===== config.mk =====
export PLATFORM = sky130hd
export DESIGN_NAME = hazard_scoreboard_flat
export DESIGN_NICKNAME = d
export VERILOG_FILES = /design/src/rtl/hazard_scoreboard_if.sv /design/src/rtl/hazard_scoreboard.sv /design/src/flat_wrapper.sv
export SDC_FILE = /design/constraint.sdc
export NUM_CORES = 1
export LEC_CHECK = 0
export ABC_AREA = 1
export CAP_MARGIN = 0
export CORE_MARGIN = 1.5
export CORE_UTILIZATION = 42
export CTS_CLUSTER_SIZE = 20
export DETAILED_ROUTE_END_ITERATION = 6
export GPL_TIMING_DRIVEN = 0
export HOLD_SLACK_MARGIN = 0.03
export PLACE_DENSITY = 0.76
export SLEW_MARGIN = 20
export SYNTH_ARGS = -nofsm -noshare
export SYNTH_HDL_FRONTEND = slang
export SYNTH_SLANG_ARGS = --single-unit

===== constraint.sdc =====
create_clock -name clk -period 2.4 [get_ports clk]
set_input_delay 0.24 -clock clk [delete_from_list [all_inputs] [get_ports clk]]
set_output_delay 0.24 -clock clk [all_outputs]
set_load 0.05 [all_outputs]

===== src/rtl/hazard_scoreboard_if.sv =====
// ID-stage issue interface between the decoder (master) and hazard_scoreboard (slave).
// Carries the decoded ID operands plus the stall/issue/forwarding responses.
interface hazard_scoreboard_if #(
    parameter int REG_ADDR_W = 2,
    parameter int CNT_W      = 2
);
    logic                  id_valid;
    logic [REG_ADDR_W-1:0] id_rs1;
    logic                  id_rs1_used;
    logic [REG_ADDR_W-1:0] id_rs2;
    logic                  id_rs2_used;
    logic [REG_ADDR_W-1:0] id_rd;
    logic                  id_reg_write;
    logic                  id_is_load;
    logic                  id_halt;
    logic                  flush;
    logic                  stall;
    logic                  issue;
    logic [CNT_W-1:0]      fwd1;
    logic [CNT_W-1:0]      fwd2;
    logic [CNT_W-1:0]      pending_cnt;
    logic                  halted;

    modport master (
        output id_valid, id_rs1, id_rs1_used, id_rs2, id_rs2_used, id_rd,
               id_reg_write, id_is_load, id_halt, flush,
        input  stall, issue, fwd1, fwd2, pending_cnt, halted
    );

    modport slave (
        input  id_valid, id_rs1, id_rs1_used, id_rs2, id_rs2_used, id_rd,
               id_reg_write, id_is_load, id_halt, flush,
        output stall, issue, fwd1, fwd2, pending_cnt, halted
    );
endinterface


===== src/rtl/hazard_scoreboard.sv =====
// RAW hazard scoreboard and issue controller with HLT drain sequencing.
// Define HAZARD_SCOREBOARD_FWD_EN to enable forwarding (only load-use stalls).
module hazard_scoreboard #(
    parameter int REG_ADDR_W = 2,
    parameter int DEPTH      = 3,
    parameter int CNT_W      = $clog2(DEPTH + 1)
) (
    input  logic              clk,
    input  logic              reset_n,
    hazard_scoreboard_if.slave sb
);
    typedef enum logic [1:0] {RUN, DRAIN, HALTED} state_t;

    state_t                state, state_n;
    logic [DEPTH-1:0]      sb_v, sb_v_n;
    // WB never matches, so only entries 0..DEPTH-2 need their rd kept.
    logic [REG_ADDR_W-1:0] sb_rd [DEPTH-1];
    logic                  sb_ld0;
    logic [CNT_W-1:0]      pcnt;
    logic [DEPTH-2:0]      m1, m2;
    logic                  hazard;
    logic                  stall_c, issue_c;
    logic [CNT_W-1:0]      fwd1_c, fwd2_c;

    function automatic logic [CNT_W-1:0] popcnt(input logic [DEPTH-1:0] v);
        logic [CNT_W-1:0] c;
        c = '0;
        for (int i = 0; i < DEPTH; i++) c = c + CNT_W'(v[i]);
        return c;
    endfunction

    function automatic logic [CNT_W-1:0] youngest(input logic [DEPTH-2:0] m);
        logic [CNT_W-1:0] s;
        s = '0;
        for (int k = DEPTH - 2; k >= 0; k--) if (m[k]) s = CNT_W'(k + 1);
        return s;
    endfunction

    always_comb begin
        m1 = '0;
        m2 = '0;
        for (int k = 0; k < DEPTH - 1; k++) begin
            m1[k] = sb.id_rs1_used && sb_v[k] && (sb_rd[k] == sb.id_rs1);
            m2[k] = sb.id_rs2_used && sb_v[k] && (sb_rd[k] == sb.id_rs2);
        end
    end

`ifdef HAZARD_SCOREBOARD_FWD_EN
    assign hazard = sb_ld0 && (m1[0] || m2[0]);
    assign fwd1_c = sb.id_valid ? youngest(m1) : '0;
    assign fwd2_c = sb.id_valid ? youngest(m2) : '0;
`else
    assign hazard = (|m1) || (|m2);
    assign fwd1_c = '0;
    assign fwd2_c = '0;
`endif

    always_comb begin
        state_n = state;
        stall_c = 1'b0;
        issue_c = 1'b0;
        unique case (state)
            RUN: begin
                stall_c = sb.id_valid && hazard;
                issue_c = sb.id_valid && !stall_c && !sb.flush;
                // HLT is accepted but never issued; a bubble follows it into EX.
                if (issue_c && sb.id_halt) begin
                    issue_c = 1'b0;
                    state_n = DRAIN;
                end
            end
            DRAIN: begin
                stall_c = 1'b1;
                if (sb_v == '0) state_n = HALTED;
            end
            HALTED: stall_c = 1'b1;
            default: state_n = RUN;
        endcase
    end

    assign sb_v_n = {sb_v[DEPTH-2:0], issue_c && sb.id_reg_write};

    // ---- scoreboard stage boundary: EX (entry 0) .. WB (entry DEPTH-1)
    always_ff @(posedge clk or negedge reset_n) begin
        if (!reset_n) begin
            state <= RUN;
            sb_v  <= '0;
            pcnt  <= '0;
        end else begin
            state <= state_n;
            sb_v  <= sb_v_n;
            pcnt  <= popcnt(sb_v_n);
        end
    end

    always_ff @(posedge clk) begin
        sb_rd[0] <= sb.id_rd;
        sb_ld0   <= sb.id_is_load;
        for (int k = 1; k < DEPTH - 1; k++) sb_rd[k] <= sb_rd[k-1];
    end

    assign sb.stall       = stall_c;
    assign sb.issue       = issue_c;
    assign sb.fwd1        = fwd1_c;
    assign sb.fwd2        = fwd2_c;
    assign sb.pending_cnt = pcnt;
    assign sb.halted      = (state == HALTED);
endmodule


===== src/flat_wrapper.sv =====
// flat-port wrapper written by rule: the top's interface ports become plain ports
module hazard_scoreboard_flat 
#(
    parameter int REG_ADDR_W = 2,
    parameter int DEPTH      = 3,
    parameter int CNT_W      = $clog2(DEPTH + 1)
)
  (clk, reset_n, sb_id_valid, sb_id_rs1, sb_id_rs1_used, sb_id_rs2, sb_id_rs2_used, sb_id_rd, sb_id_reg_write, sb_id_is_load, sb_id_halt, sb_flush, sb_stall, sb_issue, sb_fwd1, sb_fwd2, sb_pending_cnt, sb_halted);
  hazard_scoreboard_if #(.REG_ADDR_W(REG_ADDR_W), .CNT_W(CNT_W)) sb_i ();
  input  logic clk;
  input  logic reset_n;
  input wire logic [$bits(sb_i.id_valid)-1:0] sb_id_valid;
  input wire logic [$bits(sb_i.id_rs1)-1:0] sb_id_rs1;
  input wire logic [$bits(sb_i.id_rs1_used)-1:0] sb_id_rs1_used;
  input wire logic [$bits(sb_i.id_rs2)-1:0] sb_id_rs2;
  input wire logic [$bits(sb_i.id_rs2_used)-1:0] sb_id_rs2_used;
  input wire logic [$bits(sb_i.id_rd)-1:0] sb_id_rd;
  input wire logic [$bits(sb_i.id_reg_write)-1:0] sb_id_reg_write;
  input wire logic [$bits(sb_i.id_is_load)-1:0] sb_id_is_load;
  input wire logic [$bits(sb_i.id_halt)-1:0] sb_id_halt;
  input wire logic [$bits(sb_i.flush)-1:0] sb_flush;
  output wire logic [$bits(sb_i.stall)-1:0] sb_stall;
  output wire logic [$bits(sb_i.issue)-1:0] sb_issue;
  output wire logic [$bits(sb_i.fwd1)-1:0] sb_fwd1;
  output wire logic [$bits(sb_i.fwd2)-1:0] sb_fwd2;
  output wire logic [$bits(sb_i.pending_cnt)-1:0] sb_pending_cnt;
  output wire logic [$bits(sb_i.halted)-1:0] sb_halted;
  assign sb_i.id_valid = sb_id_valid;
  assign sb_i.id_rs1 = sb_id_rs1;
  assign sb_i.id_rs1_used = sb_id_rs1_used;
  assign sb_i.id_rs2 = sb_id_rs2;
  assign sb_i.id_rs2_used = sb_id_rs2_used;
  assign sb_i.id_rd = sb_id_rd;
  assign sb_i.id_reg_write = sb_id_reg_write;
  assign sb_i.id_is_load = sb_id_is_load;
  assign sb_i.id_halt = sb_id_halt;
  assign sb_i.flush = sb_flush;
  assign sb_stall = sb_i.stall;
  assign sb_issue = sb_i.issue;
  assign sb_fwd1 = sb_i.fwd1;
  assign sb_fwd2 = sb_i.fwd2;
  assign sb_pending_cnt = sb_i.pending_cnt;
  assign sb_halted = sb_i.halted;
  hazard_scoreboard #(.REG_ADDR_W(REG_ADDR_W), .DEPTH(DEPTH), .CNT_W(CNT_W)) u_core (.clk(clk), .reset_n(reset_n), .sb(sb_i));
endmodule

======== After elaboration in Yosys (flattened, before gate mapping) ========
Memories as Yosys holds them, arrays and structs flattened.
Index checks and enable logic that the tools add are counted.
storage, ports and cells
  flip-flop bits (word level) ............. 7
  bits in writable memories ............... 4
  bits of input ports ..................... 15
  output and inout port bits .............. 9
  logic and storage cells ................. 43
  memories ................................ 1
cells by class
  add/sub/neg operators ................... 2
  equality and inequality tests ........... 8
  mux-type cells .......................... 6
  bitwise logic cells ..................... 1
  reduce and logical (&&, ||, !) cells .... 22
memory list
  memory        words  width  rd ports  clocked after Yosys merged registers in  write ports  line                     text
  u_core.sb_rd  2      2      2         0                                        2            hazard_scoreboard.sv:17  logic [REG_ADDR_W-1:0] sb_rd [DEPTH-1];
operators by type and width
  operator                                               count
  logical AND 1 bit                                      13
  equality test 2 bit                                    4
  case mux 2 bit (3 select lines)                        1
  OR reduction 2 bit                                     3
  2-to-1 mux 2 bit                                       2
  inequality test 2 x 1 -> 1 bit, second input constant  2
  logical NOT 3 bit                                      1
  AND reduction 3 bit                                    1
  adder 1 x 1 -> 2 bit                                   1
  adder 2 x 1 -> 2 bit                                   1
  equality test 2 x 1 -> 1 bit, second input constant    1
  equality test 2 bit, second input constant             1
  logical NOT 1 bit                                      2
  logical NOT 2 bit                                      1
  2-to-1 mux 1 bit                                       2
  case mux 1 bit (2 select lines)                        1
  logical OR 1 bit                                       1
  inverter 1 bit                                         1

======== Logic depth before layout (Yosys ltp) ========
An unclocked memory read counts as a cell.
  depth after elaboration ................. 15
  mapped depth ............................ 10
  gate-level depth less buffers ........... 10

======== Worst setup path after synthesis ========
No wires, ideal clock.
  path kind ............................... flip-flop to output port
  start ................................... reg u_core.sb_v[1]
  end ..................................... out sb_issue
  data arrival time ....................... 1829 ps
  data required time ...................... 2160 ps
  path slack .............................. 331 ps
  cell stages (with the launch flop) ...... 6
  path buffers ............................ 0
  cell sequence ........................... dfrtp_1 nand3_1 nor2_1 nor2_2 nand3_2 nor3_1
on the way
  longest elaborated chain between the ends .. 11
ends and longest elaborated chain
  element                                             line                                              text
  from (decl)                                         hazard_scoreboard.sv:15                           logic [DEPTH-1:0] sb_v, sb_v_n;
  from (signal assigned)                              hazard_scoreboard.sv:91                           sb_v <= sb_v_n;
  logical AND 1 bit (on tied branches) (2 in series)  hazard_scoreboard.sv:43, hazard_scoreboard.sv:44
  OR reduction 2 bit                                  hazard_scoreboard.sv:53                           assign hazard = (|m1) || (|m2);
  logical OR 1 bit *                                  hazard_scoreboard.sv:53
  logical AND 1 bit *                                 hazard_scoreboard.sv:64                           stall_c = sb.id_valid && hazard;
  logical NOT 1 bit *                                 hazard_scoreboard.sv:65                           issue_c = sb.id_valid && !stall_c && !sb.flush;
  logical AND 1 bit * (2 in series)                   hazard_scoreboard.sv:65
  logical AND 1 bit                                   hazard_scoreboard.sv:67                           if (issue_c && sb.id_halt) begin
  2-to-1 mux 1 bit *                                  hazard_scoreboard.sv:67
  2-to-1 mux 1 bit *                                  hazard_scoreboard.sv:62                           unique case (state)
  to (decl)                                           flat_wrapper.sv:23                                output wire logic [$bits(sb_i.issue)-1:0] sb_issue;
Every way passes the cells marked *; elsewhere a longest branch is shown, timed or not.

======== Final worst setup path ========
  start ................................... in sb_id_rs1[1]
  end ..................................... out sb_stall
on the way
  longest elaborated chain between the ends .. 6
ends and longest elaborated chain
  element                            line                     text
  from (decl)                        flat_wrapper.sv:13       input wire logic [$bits(sb_i.id_rs1)-1:0] sb_id_rs1;
  equality test 2 bit                hazard_scoreboard.sv:43  m1[k] = sb.id_rs1_used && sb_v[k] && (sb_rd[k] == sb.id_rs1);
  logical AND 1 bit                  hazard_scoreboard.sv:43
  OR reduction 2 bit *               hazard_scoreboard.sv:53
  logical OR 1 bit *                 hazard_scoreboard.sv:53
  logical AND 1 bit *                hazard_scoreboard.sv:64
  case mux 1 bit (2 select lines) *  hazard_scoreboard.sv:62
  to (decl)                          flat_wrapper.sv:22       output wire logic [$bits(sb_i.stall)-1:0] sb_stall;
Marks and branches as above.

==> impl_metrics.ini <==
[clocking]
clk_pin_slew_worst_paths_ps = 60
cts.path.max_buffers = 2
cts.sinks = 11
cts_buffers = 3
hold_buffers = 0
cts_htree_levels = 1
cts_root_buf = clkbuf_4
cts_tree = built
insertion_delay_ps = 260

[synth]
synth_edf_count = 0
yosysTopAreaCellShare = 0.2692
synthArstFlopShare = 0.6364
yosys_warnings = 0
synth.most_common_cell = nand2_1
syn_avg_cell_area_um2 = 7.839
yosys_most_used_dff = dfrtp_1
yosysUniqueCellTypes = 19
yosysTopAreaCell = dfrtp_1
yosys_register_bits = 11
seq_area_frac_synth = 0.3923
synthTopCellsByCount = nand2_1, inv_1, nand3_1
synth_area_um2 = 650.6
synth_cells = 83
synth_area_leaders = dfrtp_1, dfxtp_1, nand2_1, nand3_1, ha_1

[timing]
slew_violations = 0
fin_worst_skew_ps = 6.608
finalCriticalPeriod_ps = 2208
final.setup.tns_ps = 0
rsz0062_at_grt = no
hold_viol_final = 0
setup_viol = 0
period_share = 0.9201
fmax_mhz = 452.8

[setup_path]
crit_start = sb_id_rs1[1]
ff2ff_path_depth = 6
path_cells = clkdlybuf4s50_1 > inv_1 > nand2_1 > nand3_1 > nor2_1 > nor2_2 > nand2_1 > nand3_1 > a21oi_1 > dlygate4sd2_1
r2r_start = u_core.state[0]
cp_top_family = buffers and inverters
cp_max_fo = 3
crit_cells = 10
end_kind = output port
cp_num_buf_inv = 3
arrival_ps = 1970
path_class = input pin to output port
slowest_delay_ps = 530
slowest_stage = dlygate4sd2_1
critPathRequiredTime_ps = 2160
crit_path_start_kind = input pin

[floorplan]
core_area_um2 = 1471
die-area_um2 = 1794
ios = 24
die_w_um = 42.36
placementRows = 14
start_util = 0.4422
die_h_um = 42.36

[route]
via_per_inst = 4.427
totalWireLength_mm = 1.211
drt_first_pass_iters = 4
wl_met1_um = 514
vias = 549
wl_met3_um = 48
met2_wirelength_um = 640
drc = 0
dr.max_layer_used = met4
ant_nets = 0
routedWlPerCell_um = 9.766
drt_iter0_markers = 8

[run_status]
status = complete, no violations

[placement]
dpl.hpwl_mm = 1.058
dpl-instance-area_um2 = 862.1
port_buffers = 18
place_congestion = 0.7237

[global_routing]
grt_pass1_vias = 555
grt_start_max_net_pins = 8
antenna_found_initial = 0
grt_pass1_wl_mm = 2.111
grt-ovfl-total = 0
track_usage = 0.1593

[power]
vdd_ir_drop_max_uv = 464.7
power.density_nw_per_um2 = 792.1
total_power_w = 0.0007017
leakage_nw = 0.4689

[cells_and_area]
fillers = 143
antenna_cells = 0
syn_to_final_growth_pct = 36.15
nNetsFinal = 129
post_route_cells_drive_above_1_share = 0.1574
post-route-util = 0.6020
fin_area_um2 = 885.9

[flow_run]
cap_violations = 0

[min_path]
holdCritPathClass = input pin to async pin
[logic make-up after synthesis]
group | count (synthesis) | share of synthesized area
flip-flops | 11 | 0.3923
buffers and inverters | 18 | 0.1269
other | 1 | 0.005764
AND/OR/NAND/NOR | 46 | 0.3461
AO/OA/AOI/OAI | 2 | 0.02115
adder cells (fa/ha/maj) | 5 | 0.1077
[flip-flops by register name (all words and copies together) (netlist names)]
| signal | count |
|---|---|
| u_core.sb_rd | 4 |
| u_core.sb_v | 3 |
| u_core.sb.pending_cnt | 2 |
| u_core.state | 2 |
[metrics by stage]
step                      setup slack (ps)  std cells  hold WS (ps)
after floorplan                      330.5         86        -55.59
after global placement              -18.54        120         379.3
after detailed placement            -105.8        120         384.6
after CTS                            176.0        124         222.8
after global routing                 36.43        124         247.3
final                                191.7        124         223.9
[final cells by class]
class,instances,area [µm²],area share
Buffer,4,30.03,0.03390
Clock buffer,4,26.28,0.02966
Inverter,14,52.55,0.05932
Multi-Input combinational cell,57,324.1,0.3658
Sequential cell,11,255.2,0.2881
Tap cell,16,20.02,0.02260
Timing Repair Buffer,18,177.7,0.2006
[final timing paths]
check | slack (ps) | to
setup reg to reg | 470 | u_core.sb.pending_cnt[0]
max in group asynchronous | 1950 | u_core.sb_v[1]
hold / removal | 220 | u_core.sb.pending_cnt[0]
min in group clk | 390 | u_core.sb_rd[0][3]
hold reg to reg | 390 | u_core.sb_rd[0][3]
setup / recovery | 190 | sb_stall
[what timing repair did]
item,CTS,global route
resized for setup,2,0
setup buffers,0,0
endpoints found under the setup margin,2,0
[cell usage in the layout (no fill, tap or decap), drive strengths merged, types with 7 or more instances in the layout]
cell type      synthesis  routed
nor2                   8       8
inv                   14      14
clkdlybuf4s50          0      16
dfrtp                  7       7
nand2                 23      23
nand3                 12      12
[per-layer routing]
metal  vias to the layer above  GRT usage
met1                       239     0.1760
met2                        11     0.2923
met3                         2    0.01293
met4                         0    0.09375
li1                        297          -
met5                         -          0
[power breakdown]
part,total (W),internal (W),switching (W)
clock,0.000115,0.0000639,0.0000509
sequential,0.000230,0.000209,0.0000215
combinational,0.000356,0.000129,0.000227
total,0.000702,0.000402,0.000300
Power figures use the tool's default switching activity.
